===== src/rtl/midi_tx_scheduler.sv =====
// midi_tx_scheduler: round-robin MIDI message arbiter with real-time byte insertion and running status
module midi_tx_scheduler #(
  parameter int NREQ       = 4,
  parameter int RUN_STATUS = 1,
  parameter int PULSE_LEN  = 4,
  parameter int TIMEOUT    = 1024
) (
  input  logic              CLOCK_25,
  input  logic              reset,
  input  logic [NREQ-1:0]   req_valid,
  input  logic [NREQ*24-1:0] req_msg,
  input  logic [NREQ*2-1:0] req_len,
  output logic [NREQ-1:0]   req_done,
  input  logic              rt_valid,
  input  logic [7:0]        rt_byte,
  output logic              rt_done,
  input  logic              midi_out_ready,
  output logic              midi_send_byte,
  output logic [7:0]        midi_out_data,
  output logic              busy,
  output logic              tx_timeout
);
  localparam int PW = (NREQ > 1) ? $clog2(NREQ) : 1;
  localparam int CW = $clog2(TIMEOUT + PULSE_LEN + 1);
  typedef enum logic [2:0] {IDLE, SELECT, STROBE, WAIT_BUSY, WAIT_IDLE} state_t;
  state_t state, state_n;
  logic [PW-1:0] rr_ptr, grant, gnt, rr_j;
  logic gnt_ok, in_msg, is_rt, skip, eff_rt;
  logic [NREQ-1:0] eff_valid;
  logic [23:0] msg, gmsg, sel_msg;
  logic [1:0] idx, lst, glen, lst_n, sel_idx;
  logic [7:0] last_status, sel_byte;
  logic [CW-1:0] cnt;
  // a requester whose done pulse is showing this cycle has not yet had the chance to drop its request
  assign eff_valid = req_valid & ~req_done;
  assign eff_rt = rt_valid & ~rt_done;
  always_comb begin
    gnt = '0;
    gnt_ok = 1'b0;
    rr_j = '0;
    for (int k = 0; k < NREQ; k++) begin
      rr_j = PW'((int'(rr_ptr) + k) % NREQ);
      if (!gnt_ok && eff_valid[rr_j]) begin
        gnt_ok = 1'b1;
        gnt = rr_j;
      end
    end
  end
  assign gmsg = req_msg[24*gnt +: 24];
  assign glen = req_len[2*gnt +: 2];
  assign lst_n = (glen == 2'd0) ? 2'd0 : glen - 2'd1;
  assign skip = (RUN_STATUS != 0) && gmsg[23:16] >= 8'h80 && gmsg[23:16] <= 8'hEF &&
                gmsg[23:16] == last_status && lst_n != 2'd0;
  assign sel_msg = in_msg ? msg : gmsg;
  assign sel_idx = in_msg ? idx : {1'b0, skip};
  assign sel_byte = (sel_idx == 2'd0) ? sel_msg[23:16] : (sel_idx == 2'd1) ? sel_msg[15:8] : sel_msg[7:0];
  assign midi_send_byte = state == STROBE;
  assign busy = state != IDLE;
  always_comb begin
    state_n = state;
    case (state)
      IDLE:      state_n = ((eff_rt || |eff_valid) && midi_out_ready) ? SELECT : IDLE;
      SELECT:    state_n = (eff_rt || in_msg || gnt_ok) ? STROBE : IDLE;
      STROBE:    state_n = (cnt == CW'(PULSE_LEN - 1)) ? WAIT_BUSY : STROBE;
      WAIT_BUSY: state_n = !midi_out_ready ? WAIT_IDLE : (cnt == CW'(TIMEOUT - 1)) ? SELECT : WAIT_BUSY;
      WAIT_IDLE: state_n = midi_out_ready ? SELECT : WAIT_IDLE;
      default:   state_n = IDLE;
    endcase
  end
  always_ff @(posedge CLOCK_25) begin
    if (reset) begin
      state <= IDLE;
      rr_ptr <= '0;
      grant <= '0;
      msg <= '0;
      idx <= '0;
      lst <= '0;
      in_msg <= 1'b0;
      is_rt <= 1'b0;
      cnt <= '0;
      last_status <= 8'h00;
      midi_out_data <= 8'h00;
      req_done <= '0;
      rt_done <= 1'b0;
      tx_timeout <= 1'b0;
    end else begin
      state <= state_n;
      req_done <= '0;
      rt_done <= 1'b0;
      tx_timeout <= 1'b0;
      cnt <= (state_n == state) ? cnt + 1'b1 : '0;
      if (state == SELECT && state_n == STROBE) begin
        midi_out_data <= eff_rt ? rt_byte : sel_byte;
        is_rt <= eff_rt;
        if (!eff_rt && !in_msg) begin
          grant <= gnt;
          rr_ptr <= (gnt == PW'(NREQ - 1)) ? '0 : gnt + 1'b1;
          msg <= gmsg;
          lst <= lst_n;
          idx <= {1'b0, skip};
          in_msg <= 1'b1;
        end
      end
      if (state == WAIT_BUSY && state_n == SELECT) begin
        tx_timeout <= 1'b1;
        last_status <= 8'h00;
        if (is_rt) rt_done <= 1'b1;
        else begin
          req_done[grant] <= 1'b1;
          in_msg <= 1'b0;
        end
      end
      if (state == WAIT_IDLE && midi_out_ready) begin
        if (is_rt) rt_done <= 1'b1;
        else begin
          if (idx == 2'd0)
            last_status <= (midi_out_data >= 8'h80 && midi_out_data <= 8'hEF) ? midi_out_data :
                           (midi_out_data >= 8'hF0) ? 8'h00 : last_status;
          if (idx == lst) begin
            in_msg <= 1'b0;
            req_done[grant] <= 1'b1;
          end else idx <= idx + 2'd1;
        end
      end
    end
  end
endmodule


===== config.mk =====
export PLATFORM = sky130hd
export DESIGN_NAME = midi_tx_scheduler
export DESIGN_NICKNAME = d
export VERILOG_FILES = /design/src/rtl/midi_tx_scheduler.sv
export SDC_FILE = /design/constraint.sdc
export NUM_CORES = 1
export LEC_CHECK = 0
export BUFFER_PORTS_ARGS = -buffer_cell sky130_fd_sc_hd__buf_2
export CAP_MARGIN = 25
export CORE_MARGIN = 2
export CORE_UTILIZATION = 52
export DETAILED_ROUTE_END_ITERATION = 10
export PLACE_DENSITY = 0.92
export SLEW_MARGIN = 15
export SYNTH_ARGS = -nofsm -noshare
export SYNTH_HDL_FRONTEND = slang
export SYNTH_SLANG_ARGS = --single-unit

===== constraint.sdc =====
create_clock -name CLOCK_25 -period 3.6 [get_ports CLOCK_25]
set_input_delay 0.36 -clock CLOCK_25 [delete_from_list [all_inputs] [get_ports CLOCK_25]]
set_output_delay 0.36 -clock CLOCK_25 [all_outputs]
set_load 0.1 [all_outputs]

# [After elaboration in Yosys (flattened, before gate mapping)]
# Index checks and enable logic that the tools add are counted.
[totals] register_bits=70 input_bits=120
[classes] add_sub_neg=7 multipliers=1 order_cmp=11 n_eq_ne=14 n_shift=2 n_mux=61 bitwise_logic=6 n_reduce_logical=30
[op_table] op="$shiftx A96 B8 Y24" count=1
[op_table] op="$mux W8" count=9
[op_table] op="$mux W2" count=14
[op_table] op="$ge A8 B8 Y1 const B" count=3
[op_table] op="$mux W24" count=1
[op_table] op="$mux W4" count=6
[op_table] op="$mux W1" count=23
[op_table] op="$le A8 B8 Y1 const B" count=2
[op_table] op="$lt A2 B3 Y1 const B" count=5
[op_table] op="$pmux W3 S5" count=1
[op_table] op="$logic_and A1 B1 Y1" count=13
[op_table] op="$add A11 B1 Y11 const B" count=1
[op_table] op="$eq A11 B10 Y1 const B" count=1
[op_table] op="$eq A11 B2 Y1 const B" count=1
[op_table] op="$eq A3 B2 Y1 const B" count=3
[op_table] op="$bmux W1 S2" count=4
[op_table] op="$eq A8 B8 Y1" count=1
[op_table] op="$shiftx A8 B4 Y2" count=1
[op_table] op="$add A2 B1 Y2 const B" count=3
[op_table] op="$eq A3 B1 Y1 const B" count=2
[op_table] op="$logic_not A2 Y1" count=3
[op_table] op="$mux W3" count=2
[op_table] op="$logic_not A1 Y1" count=5
[op_table] op="$ne A5 B3 Y1 const B" count=1
[op_table] op="22 further kinds" count=26

# [Longest topological paths before layout]
# Gate-level depths: netlist of the first run.
[logic_depth] ltp_word=25 depth_mapped=14 depth_no_buf=11

# [Worst setup path before layout of the first run]
# No wires, ideal clock.
[synth_path] path_type="register to register" startpoint="reg req_done[3]" endpoint="reg midi_out_data[0]" arrival_ns=3.284 t_required_ns=3.480 slack_ns=0.196 stages_incl_launch_ff=12 period_less_slack_ns=3.404 cell_sequence="dfxtp_1 -> and2b_4 -> or2_1 -> buf_2 -> o21ai_4 -> a211oi_2 -> o21a_1 -> or4b_4 -> nor4_4 -> nor3b_2 -> a2bb2oi_1 -> o21ai_1"
[synth_between] elab_chain_len=25 elab_cells_between_ends=53
[synth_lines] element="start, declared" line_no="13" rtl="output logic [NREQ-1:0] req_done,"
[synth_lines] element="start signal, assigned" line_no="83" rtl="req_done <= '0;"
[synth_lines] element="start signal, assigned" line_no="88" rtl="req_done <= '0;"
[synth_lines] element="start signal, assigned by index" line_no="109" rtl="req_done[grant] <= 1'b1;"
[synth_lines] element="$not A4 Y4 (*)" line_no="35" rtl="assign eff_valid = req_valid & ~req_done;"
[synth_lines] element="$and A4 B4 Y4 (*)" line_no="35"
[synth_lines] element="$bmux W1 S2" line_no="43" rtl="if (!gnt_ok && eff_valid[rr_j]) begin"
[synth_lines] element="$mux W1 (not written as such)" line_no="43"
[synth_lines] element="$mux W1" line_no="43"
[synth_lines] element="$logic_not A1 Y1" line_no="43"
[synth_lines] element="$logic_and A1 B1 Y1" line_no="43"
[synth_lines] element="$mux W1" line_no="43"
[synth_lines] element="(+7 left out)"
[synth_lines] element="$shiftx A96 B8 Y24" line_no="49" rtl="assign gmsg = req_msg[24*gnt +: 24];"
[synth_lines] element="$ge A8 B8 Y1 or $le A8 B8 Y1 (tied branches)" line_no="52" rtl="assign skip = (RUN_STATUS != 0) && gmsg[23:16] >= 8'h80 && gmsg[23:16] <= 8'hEF &&"
[synth_lines] element="$logic_and A1 B1 Y1 (2 in a row)" line_no="52"
[synth_lines] element="$logic_and A1 B1 Y1" line_no="53" rtl="gmsg[23:16] == last_status && lst_n != 2'd0;"
[synth_lines] element="$mux W2" line_no="55" rtl="assign sel_idx = in_msg ? idx : {1'b0, skip};"
[synth_lines] element="$eq A2 B1 Y1" line_no="56" rtl="assign sel_byte = (sel_idx == 2'd0) ? sel_msg[23:16] : (sel_idx == 2'd1) ? sel_msg[15:8] : sel_msg[7:0];"
[synth_lines] element="$mux W8 (2 in a row)" line_no="56"
[synth_lines] element="$mux W8" line_no="93" rtl="midi_out_data <= eff_rt ? rt_byte : sel_byte;"
[synth_lines] element="end signal, assigned" line_no="93"
[synth_lines] element="end, declared" line_no="19" rtl="output logic [7:0] midi_out_data,"
# Mark *: on every way between the ends. The rest lies on a longest branch, timed or not. The select of a mux whose other input is x is not followed.
# A chain may end at the register's enable or synchronous reset.

# [Worst setup path in the final report of the first run]
[layout_path] startpoint="reg rr_ptr[1]" endpoint="reg midi_out_data[3]"
[layout_between] elab_chain_len=23 elab_cells_between_ends=50
[layout_lines] element="start, declared" line_no="27" rtl="logic [PW-1:0] rr_ptr, grant, gnt, rr_j;"
[layout_lines] element="start signal, assigned" line_no="97" rtl="rr_ptr <= (gnt == PW'(NREQ - 1)) ? '0 : gnt + 1'b1;"
[layout_lines] element="parallel branches: the longest is 23 deep, another holds $mul A2 B2 Y4"
# Several ways; the timed one is not identified. The select of a mux whose other input is x is not followed.

==> results of run 1 <==
-- registers in the layout, indices dropped and copies added (netlist names), 2 cells and up --
register       count
grant              2
state              3
rr_ptr             2
last_status        8
cnt               11
req_done           4
msg               24
midi_out_data      8
idx                2
lst                2
-- cells by family after synthesis --
group | Yosys count | share of synthesized area
flip-flops | 70 | 0.310
AO/OA/AOI/OAI | 181 | 0.265
multiplexers | 3 | 0.00693
buffers and inverters | 56 | 0.0507
adder cells (fa/ha/maj) | 3 | 0.00832
AND/OR/NAND/NOR | 316 | 0.337
XOR/XNOR | 11 | 0.0213
-- path summary, 6_finish.rpt --
| kind | from | end | cells after the start |
|---|---|---|---|
| setup / recovery | rr_ptr[1] | midi_out_data[3] | 11 |
| hold / removal | midi_out_ready | state[2] | 2 |
| setup reg to reg | rr_ptr[1] | midi_out_data[3] | 11 |
| hold reg to reg | msg[18] | msg[18] | 2 |
-- cell type report --
cell class              instances  area share
well taps                     105      0.0242
repair buffers                145       0.141
inverters                      12     0.00830
clock buffers                  10      0.0254
clock inverters                 6      0.0113
multi-input cells             514       0.532
flip-flops and latches         70       0.258
-- stage by stage --
step / cell area (µm²) / total power, W / hold WS (ps) / util / setup slack (ps)
after floorplan: 4510 / 0.00120 / 430 / - / 196
after global placement: 5230 / 0.00134 / 442 / 0.630 / 278
after detailed placement: 5230 / 0.00136 / 453 / 0.630 / 90.2
after CTS: 5420 / 0.00198 / 273 / 0.654 / 177
after global routing: 5430 / 0.00207 / 286 / 0.654 / 15.4
final: 5430 / 0.00198 / 281 / 0.654 / 227
-- synth_stat cells, drive strengths merged (12+ instances only) --
| cell | n |
|---|---|
| buf | 20 |
| nand3 | 35 |
| a211oi | 13 |
| dfxtp | 70 |
| nor2 | 74 |
| clkbuf | 24 |
| and3 | 17 |
| a21oi | 56 |
| inv | 12 |
| nor3 | 15 |
| nand2 | 130 |
| o21ai | 42 |
-- timing repair --
item,4_1_cts,5_1_grt
buffers inserted,0,0
endpoints found under the setup margin,0,4
gates resized for setup,0,1
-- metal layers --
layer  part of all wire  vias up  track usage
met2               0.48      260        0.474
met4              0.026        0        0.108
li1                   -     2487            -
met1               0.42     2349        0.353
met3              0.074       38       0.0410
met5                  0        -            0
-- power by group through the flow --
stage	sequential [W]	clock [W]	combinational [W]
floorplan	0.000883	0	0.000313
global placement	0.000841	0	0.000496
detailed placement	0.000843	0	0.000512
CTS	0.000826	0.000636	0.000515
global route	0.000829	0.000671	0.000568
finish	0.000827	0.000632	0.000523
-- worst max-delay path, delay by kind of cell, from the launching register on --
kind | cells | cell delay [ps]
AOI/OAI and AO/OA | 6 | 1230
buffers and inverters | 1 | 440
and+or+nand+nor | 4 | 1080
DFF | 1 | 500
==> summary.md, run 1 <==
| Metric | Value |
|---|---|
| Status | `complete, no violations` |
| Seq/Total Area, Yosys | `0.310` |
| Initial DRC Count | `503` |
| Routed via count | `5134` |
| Setup CP Type | `register to register` |
| Drc violations | `0` |
| Asr flop ratio synth | `0` |
| GP Congestion | `1.03` |
| Biggest area consumer among synthesized cells | `dfxtp_1` |
| Global route total overflow | `0` |
| Post-Syn Area | `4510 µm²` |
| Worst Tran Pin Value | `977 ps` |
| Core Footprint | `8300 µm²` |
| RSZ-0062 raised after global routing | `no` |
| Sequential cell area | `1400 µm²` |
| Crit-path cells | `nor2b_2 > o21a_4 > o21ai_4 > buf_4 > a211oi_2 > o21a_1 > or2_1 > nor4_4 > nor3b_2 > a2bb2oi_1 > o21ai_1` |
| Die area | `9440 µm²` |
| Clock power share | `0.319` |
| Slowest cell delay on critical path | `around 500 ps` |
| Max-slew violation count | `0` |
| Die X | `97.2 µm` |
| Post-synth top area share | `0.310` |
| Endpoints failing hold | `0` |
| Detailed Place HPWL | `10.3 mm` |
| Layout cells sized above 1 | `0.250` |
| CTS clk-pin slew, worst paths | `80 ps` |
| Clock root cell | `clkbuf_8` |
| Setup violation total in the final timing report | `0` |
| Number of global-route vias before repair | `4667` |
| Row count | `33` |
| # Max-Cap Violations | `0` |
| Detailed-route wire length per cell | `15.9 µm` |
| Filler instances | `715` |
| Pin count of the biggest net entering global routing | `45` |
| Hold-fix buffers, CTS | `0` |
| Synth warn | `0` |
| FMAX | `296 MHz` |
| Fin nets | `875` |
| Most frequent cells in the layout | `135 x buf_2, 130 x nand2_1, 73 x nor2_1` |
| CTS sink count | `70` |
| Die H | `a little under 100 µm` |
| IO buf count | `135` |
| First-pass GRT wire length | `21.9 mm` |
| Switching Power | `approximately 0.00066 W` |
| FF+latch count, synth | `70` |
| Non-Filler Instances | `between 800 and 900` |
| Total Wirelength | `13.7 mm` |
| Bufs on Longest Clock Path | `2` |
| Commonest non-fill, non-tap cell in the layout | `buf_2` |
| Combinational share of power | `0.264` |
| CP Launch Type | `register` |
| Post-synth EDFFs | `0` |
| Sequential share of power | `0.417` |
| Peak supply drop | `0.000167 V` |
| Total GRT Usage | `0.278` |
| Pwr/cell area | `365 nW/µm²` |
| Slowest CP cell | `dfxtp_1` |
| Top post-synthesis cells by area | `dfxtp_1 31%, nand2_1 11%, a21oi_1 6.2%` |
| Number of CTS-inserted buffers | `9` |
| Worst min path class | `input port to register` |
| Int Pwr | `0.00132 W` |
| Io pins | `136` |
| Worst EP required | `3840 ps` |
| Initial antenna violation count | `0` |
| # H-tree levels | `3` |
| Antenna cell count | `0` |
| Placed insts | `846` |
| Clock Skews | `between 6 and 7 ps` |
| Distinct cells, synth | `71` |
| CTS tree | `yes` |
| CP Capture Type | `register` |
| Reg-to-reg setup timing slack | `230 ps` |
| Critical path arrival | `3610 ps` |
| Syn_nets | `~760` |
| Final setup TNS | `0 ps` |
| Area of the multi-input gates | `2890 µm²` |
| Mapped Avg Cell Area | `7.05 µm²` |
| Average vias per placed instance | `just under 6` |
| Post-Synthesis Cells | `640` |
| Synth-to-Final Area Change | `20.2%` |
| Crit Path Max Fanout | `44` |
| P_leak | `2.35 nW` |
| Sw frac | `0.334` |
| Starting Density | `0.544` |
| Relative slew slack | `0.344` |
| Skew-Pair Late Insertion Delay | `roughly 350 ps` |
| Post-DRT Antenna Nets | `0` |
| Post-route clock period utilization | `0.937` |
| Final min period | `3370 ps` |
| Main synth FF type | `dfxtp_1` |
| Drt first pass iters | `5` |
Power figures use the tool's default switching activity.
==> inputs of run 2 (changes only) <==
- BUFFER_PORTS_ARGS: -buffer_cell sky130_fd_sc_hd__buf_2 -> -buffer_cell sky130_fd_sc_hd__clkbuf_2
- CORE_UTILIZATION: 52 -> 40
- PLACE_DENSITY: 0.92 -> 0.76
==> run 2 against run 1 <==
Clock skew down 0.65 ps. Via count fell by 3.7%. Power up 18%. Sequential share of layout area down 0.94 points. Final area grew 3.8%. Critical endpoint is now midi_out_data[1]. Largest power group is now clock. Highest routed layer unchanged.
==> summary.md, run 2 (synthesized netlist as in run 1, its figures left out) <==
| Metric | Value |
|---|---|
| Status | `complete, no violations` |
| P_leak | `2.44 nW` |
| Top flop regs | `msg: 24 flops, cnt: 11 flops` |
| Clock root cell | `clkbuf_16` |
| Initial antenna violation count | `0` |
| Setup CP Type | `register to register` |
| Row count | `38` |
| CTS tree | `yes` |
| GP Congestion | `0.911` |
| Detailed-route wire length per cell | `14.8 µm` |
| Average vias per placed instance | `5.50` |
| Number of CTS-inserted buffers | `9` |
| Area of the multi-input gates | `2890 µm²` |
| WHS Endpoint | `state[2]` |
| Routed via count | `about 4900` |
| Crit Path Max Fanout | `12` |
| FMAX | `slightly above 300 MHz` |
| Int Pwr | `0.00166 W` |
| Die H | `110 µm` |
| CP Launch Type | `register` |
| Largest register FFs | `24` |
| Pin count of the biggest net entering global routing | `44` |
| Switching Power | `0.000687 W` |
| Synth-to-Final Area Change | `24.7%` |
| Die X | `110 µm` |
| Reg with most FFs | `msg` |
| Reg-to-reg setup timing slack | `roughly 310 ps` |
| Drc violations | `0` |
| Bufs on Longest Clock Path | `2` |
| Post-CTS setup buffers | `0` |
| Worst Tran Pin Value | `766 ps` |
| Most frequent cells in the layout | `135 x clkbuf_2, 130 x nand2_1, 73 x nor2_1` |
| FF-to-FF path depth | `10` |
| RSZ-0062 raised after global routing | `no` |
| Skew-Pair Late Insertion Delay | `330 ps` |
| Post-DRT Antenna Nets | `0` |
| Number of cells on the worst hold path | `2` |
| Min Hold Slack | `339 ps` |
| Hold-fix buffers, CTS | `0` |
| Hold path start | `midi_out_ready` |
| Relative slew slack | `0.486` |
| Final setup TNS | `0 ps` |
| Combinational share of power | `0.221` |
| Number of global-route vias before repair | `4342` |
| Fin nets | `878` |
| Sw frac | `0.293` |
| Drt first pass iters | `5` |
| # Max-Cap Violations | `0` |
| Post-layout util | `0.515` |
| Clock Skews | `6.07 ps` |
| Total Wirelength | `13.3 mm` |
| Worst R2R Start | `req_done[2]` |
| Worst min path class | `input port to register` |
| Clock power share | `0.426` |
| Post-CTS Resized | `0` |
| Core Footprint | `10900 µm²` |
| Antenna cell count | `0` |
| Pwr Total | `0.00235 W` |
| IO buf count | `135` |
| Final min period | `3290 ps` |
| CTS sink count | `70` |
| Peak supply drop | `0.000206 V` |
| Worst EP required | `3810 ps` |
| CTS clk-pin slew, worst paths | `60 ps` |
| CP Capture Type | `register` |
| Commonest non-fill, non-tap cell in the layout | `clkbuf_2` |
| Endpoints failing hold | `0` |
| Initial DRC Count | `488` |
| Total GRT Usage | `0.215` |
| Pwr/cell area | `roughly 420 nW/µm²` |
| Layout cells sized above 1 | `0.252` |
| Io pins | `136` |
| Starting Density | `0.413` |
| Worst R2R End | `midi_out_data[1]` |
| First-pass GRT wire length | `20.5 mm` |
| # H-tree levels | `3` |
| Detailed Place HPWL | `10.0 mm` |
| Filler instances | `1096` |
| Critical path arrival | `3500 ps` |
| Post-route clock period utilization | `0.913` |
| Sequential cell area | `around 1400 µm²` |
| Max-slew violation count | `0` |
| Global route total overflow | `0` |
| Setup violation total in the final timing report | `0` |
| Sequential share of power | `0.353` |
| Die area | `12200 µm²` |
run 2: changes by cell type in the layout (fill, tap and decap cells not counted), sizes merged:
cell    previous run  this run
bufinv             1         3
buf              145        13
clkbuf            10       144
clkinv             4         2
run 2: worst max path at each step:
stage	from	to	cells after the start
after floorplan	req_done[3]	midi_out_data[0]	11
after global placement	req_valid[2]	midi_out_data[3]	12
after detailed placement	req_valid[2]	midi_out_data[3]	12
after CTS	req_done[2]	midi_out_data[1]	11
after global routing	req_done[2]	midi_out_data[1]	11
final	req_done[2]	midi_out_data[1]	10
run 2: metrics by stage:
| step | cells | setup slack (ps) | area (µm²) |
|---|---|---|---|
| 6_report | 899 | 314 | 5630 |
| 3_5_place_dp | 884 | 61.6 | 5290 |
| 5_1_grt | 899 | 30.2 | 5630 |
| 4_1_cts | 899 | 120 | 5630 |
| 2_1_floorplan | 640 | 196 | 4510 |
| 3_3_place_gp | 884 | 123 | 5290 |
run 2: cell type report:
class / instances / area share
clock buffer: 9 / 0.0400
clock inverter: 6 / 0.0198
inverter: 12 / 0.00800
multi-input combinational: 514 / 0.513
sequential: 70 / 0.249
tap: 140 / 0.0311
timing repair buffer: 148 / 0.140
run 2: worst max-delay path, stage by stage (launching register included):
cell,delay (ps)
dfxtp_1,330
nor2b_2,320
or2_1,290
o21ai_4,160
a211oi_1,440
nor3_1,110
or4b_4,520
nor4_4,300
nor3b_2,340
a2bb2oi_1,250
o21ai_1,90
run 2: routing by layer:
metal / wire length [µm] / vias up / global-route usage
li1: - / 2490 / -
met1: 5940 / 2232 / 0.281
met2: 6110 / 200 / 0.346
met3: 973 / 24 / 0.0347
met4: 321 / 0 / 0.102
met5: 0 / - / 0
run 2: power by group through the flow:
| stage | clock network [W] | logic, W | registers (W) |
|---|---|---|---|
| 2_1_floorplan | 0 | 0.000313 | 0.000883 |
| 3_3_place_gp | 0 | 0.000508 | 0.000842 |
| 3_5_place_dp | 0 | 0.000511 | 0.000843 |
| 4_1_cts | 0.00101 | 0.000515 | 0.000827 |
| 5_1_grt | 0.00105 | 0.000569 | 0.000830 |
| 6_report | 0.000999 | 0.000518 | 0.000827 |
==> inputs of run 3 (changes only) <==
- REMOVE_ABC_BUFFERS: not set -> 1
==> run 3 against run 2 <==
Global-route usage is 0.60 points higher. Sequential power hardly changed. Highest routed layer unchanged. Sequential share of layout area hardly changed. Largest cell class unchanged. Clock skew is 1.7 ps higher. Fmax is 2.5% higher. Critical path type unchanged. Cell count is 0.33% higher. Combinational power hardly changed. Critical path depth stayed put. Setup slack better by 80 ps.
==> summary.md, run 3 (synthesized netlist as in run 1, its figures left out) <==
| Metric | Value |
|---|---|
| # H-tree levels | `3` |
| Commonest non-fill, non-tap cell in the layout | `clkbuf_2` |
| Row count | `38` |
| Die area | `12200 µm²` |
| Die X | `110 µm` |
| # Max-Cap Violations | `0` |
| Status | `complete, no violations` |
| Final min period | `3210 ps` |
| Drc violations | `0` |
| Endpoints failing hold | `0` |
| Starting Density | `0.413` |
| CTS clk-pin slew, worst paths | `60 ps` |
| Top flop regs | `msg: 24 flops, cnt: 11 flops` |
| FMAX | `312 MHz` |
| P_leak | `2.44 nW` |
| Pwr/cell area | `407 nW/µm²` |
| Post-layout util | `0.515` |
| Worst EP required | `3820 ps` |
| Pin count of the biggest net entering global routing | `48` |
| Worst Tran Pin Value | `874 ps` |
| Fin nets | `880` |
| Setup violation total in the final timing report | `0` |
| CP Launch Type | `register` |
| Detailed-route wire length per cell | `14.7 µm` |
| Reg with most FFs | `msg` |
| Post-CTS setup buffers | `0` |
| Slowest CP cell | `dfxtp_1` |
| M1 wire length | `6.13 mm` |
| Top sig layer | `met4` |
| Number of global-route vias before repair | `4388` |
| Post-route clock period utilization | `0.891` |
| Relative slew slack | `0.417` |
| Hold-fix buffers, CTS | `0` |
| Max-slew violation count | `0` |
| Initial antenna violation count | `0` |
| Crit Path Max Fanout | `20` |
| Clock root cell | `clkbuf_16` |
| Placed insts | `886` |
| Antenna cell count | `0` |
| Crit-path cells | `a21boi_1 > o21ai_4 > buf_4 > a211oi_1 > nor3_1 > or2_1 > nor4_4 > nor3b_2 > a2bb2oi_1 > o21ai_1` |
| Core Footprint | `10900 µm²` |
| CTS tree | `yes` |
| Total GRT Usage | `0.221` |
| First-pass GRT wire length | `21.1 mm` |
| Slowest cell delay on critical path | `500 ps` |
| CP Capture Type | `register` |
| Global route total overflow | `0` |
| Final Cell Area | `5640 µm²` |
| GP Congestion | `0.941` |
| Final setup TNS | `0 ps` |
| Worst min path class | `input port to register` |
| Total Wirelength | `approximately 13 mm` |
| Bufs on Longest Clock Path | `2` |
| Skew-Pair Late Insertion Delay | `330 ps` |
| Io pins | `136` |
| Synth-to-Final Area Change | `24.9%` |
| Die H | `about 110 µm` |
| Non-Filler Instances | `902` |
| Initial DRC Count | `414` |
| Clock Skews | `7.74 ps` |
| Drt first pass iters | `6` |
| Placed cell areas | `5320 µm²` |
| Most frequent cells in the layout | `135 x clkbuf_2, 130 x nand2_1, 73 x nor2_1` |
| RSZ-0062 raised after global routing | `no` |
| Setup CP Type | `register to register` |
| Detailed Place HPWL | `9.89 mm` |
| Largest register FFs | `24` |
| Wire length on met3 | `1.04 mm` |
| IO buf count | `135` |
| Min Hold Slack | `roughly 330 ps` |
| Average vias per placed instance | `5.50` |
| Post-CTS Resized | `0` |
| CTS sink count | `70` |
| Critical path arrival | `3430 ps` |
| Layout cells sized above 1 | `0.249` |
| Number of CTS-inserted buffers | `9` |
| Post-DRT Antenna Nets | `0` |
| Routed via count | `approximately 5000` |
| Peak supply drop | `0.000227 V` |
| Met2 WL post-DR | `about 5.7 mm` |
run 3: cell types whose count changed in the layout (fill, tap and decap cells not counted), sizes merged:
cell | before | now
clkinv | 2 | 0
bufinv | 3 | 2
buf | 13 | 15
clkbuf | 144 | 148
run 3: final timing paths:
check                 start          endpoint  slack (ps)  cells past startpoint
min          midi_out_ready          state[2]         330                      2
max reg2reg       rr_ptr[1]  midi_out_data[3]         390                     10
max               rr_ptr[1]  midi_out_data[3]         390                     10
min reg2reg         msg[14]           msg[14]         450                      2
run 3: final cells by class:
class	count	area, µm²
fillers	1090	5300
clock inverters	3	67.6
multi-input cells	514	2880
repair buffers	150	813
inverters	12	45.0
well taps	140	175
clock buffers	13	250
flip-flops and latches	70	1400
run 3: critical path, delay by kind of cell (launching register included):
| kind | cells | cell delay [ps] |
|---|---|---|
| compound gates | 5 | 1250 |
| buf+inv | 1 | 240 |
| flops | 1 | 500 |
| simple gates | 4 | 1090 |
run 3: stage by stage:
stage	setup slack, ps	power [W]
after global placement	518	0.00136
after CTS	401	0.00230
after global routing	57.9	0.00239
after detailed placement	393	0.00136
final	394	0.00229
after floorplan	-591	0.00117
run 3: where the power goes:
part	switching [W]	internal, W	total (W)
logic	0.000331	0.000189	0.000520
registers	0.0000284	0.000802	0.000830
clock network	0.000316	0.000626	0.000942
run 3: layer usage:
metal / global-route usage / vias to the layer above
met5: 0 / -
met4: 0.106 / 0
met3: 0.0370 / 26
met2: 0.335 / 223
met1: 0.305 / 2209
li1: - / 2506
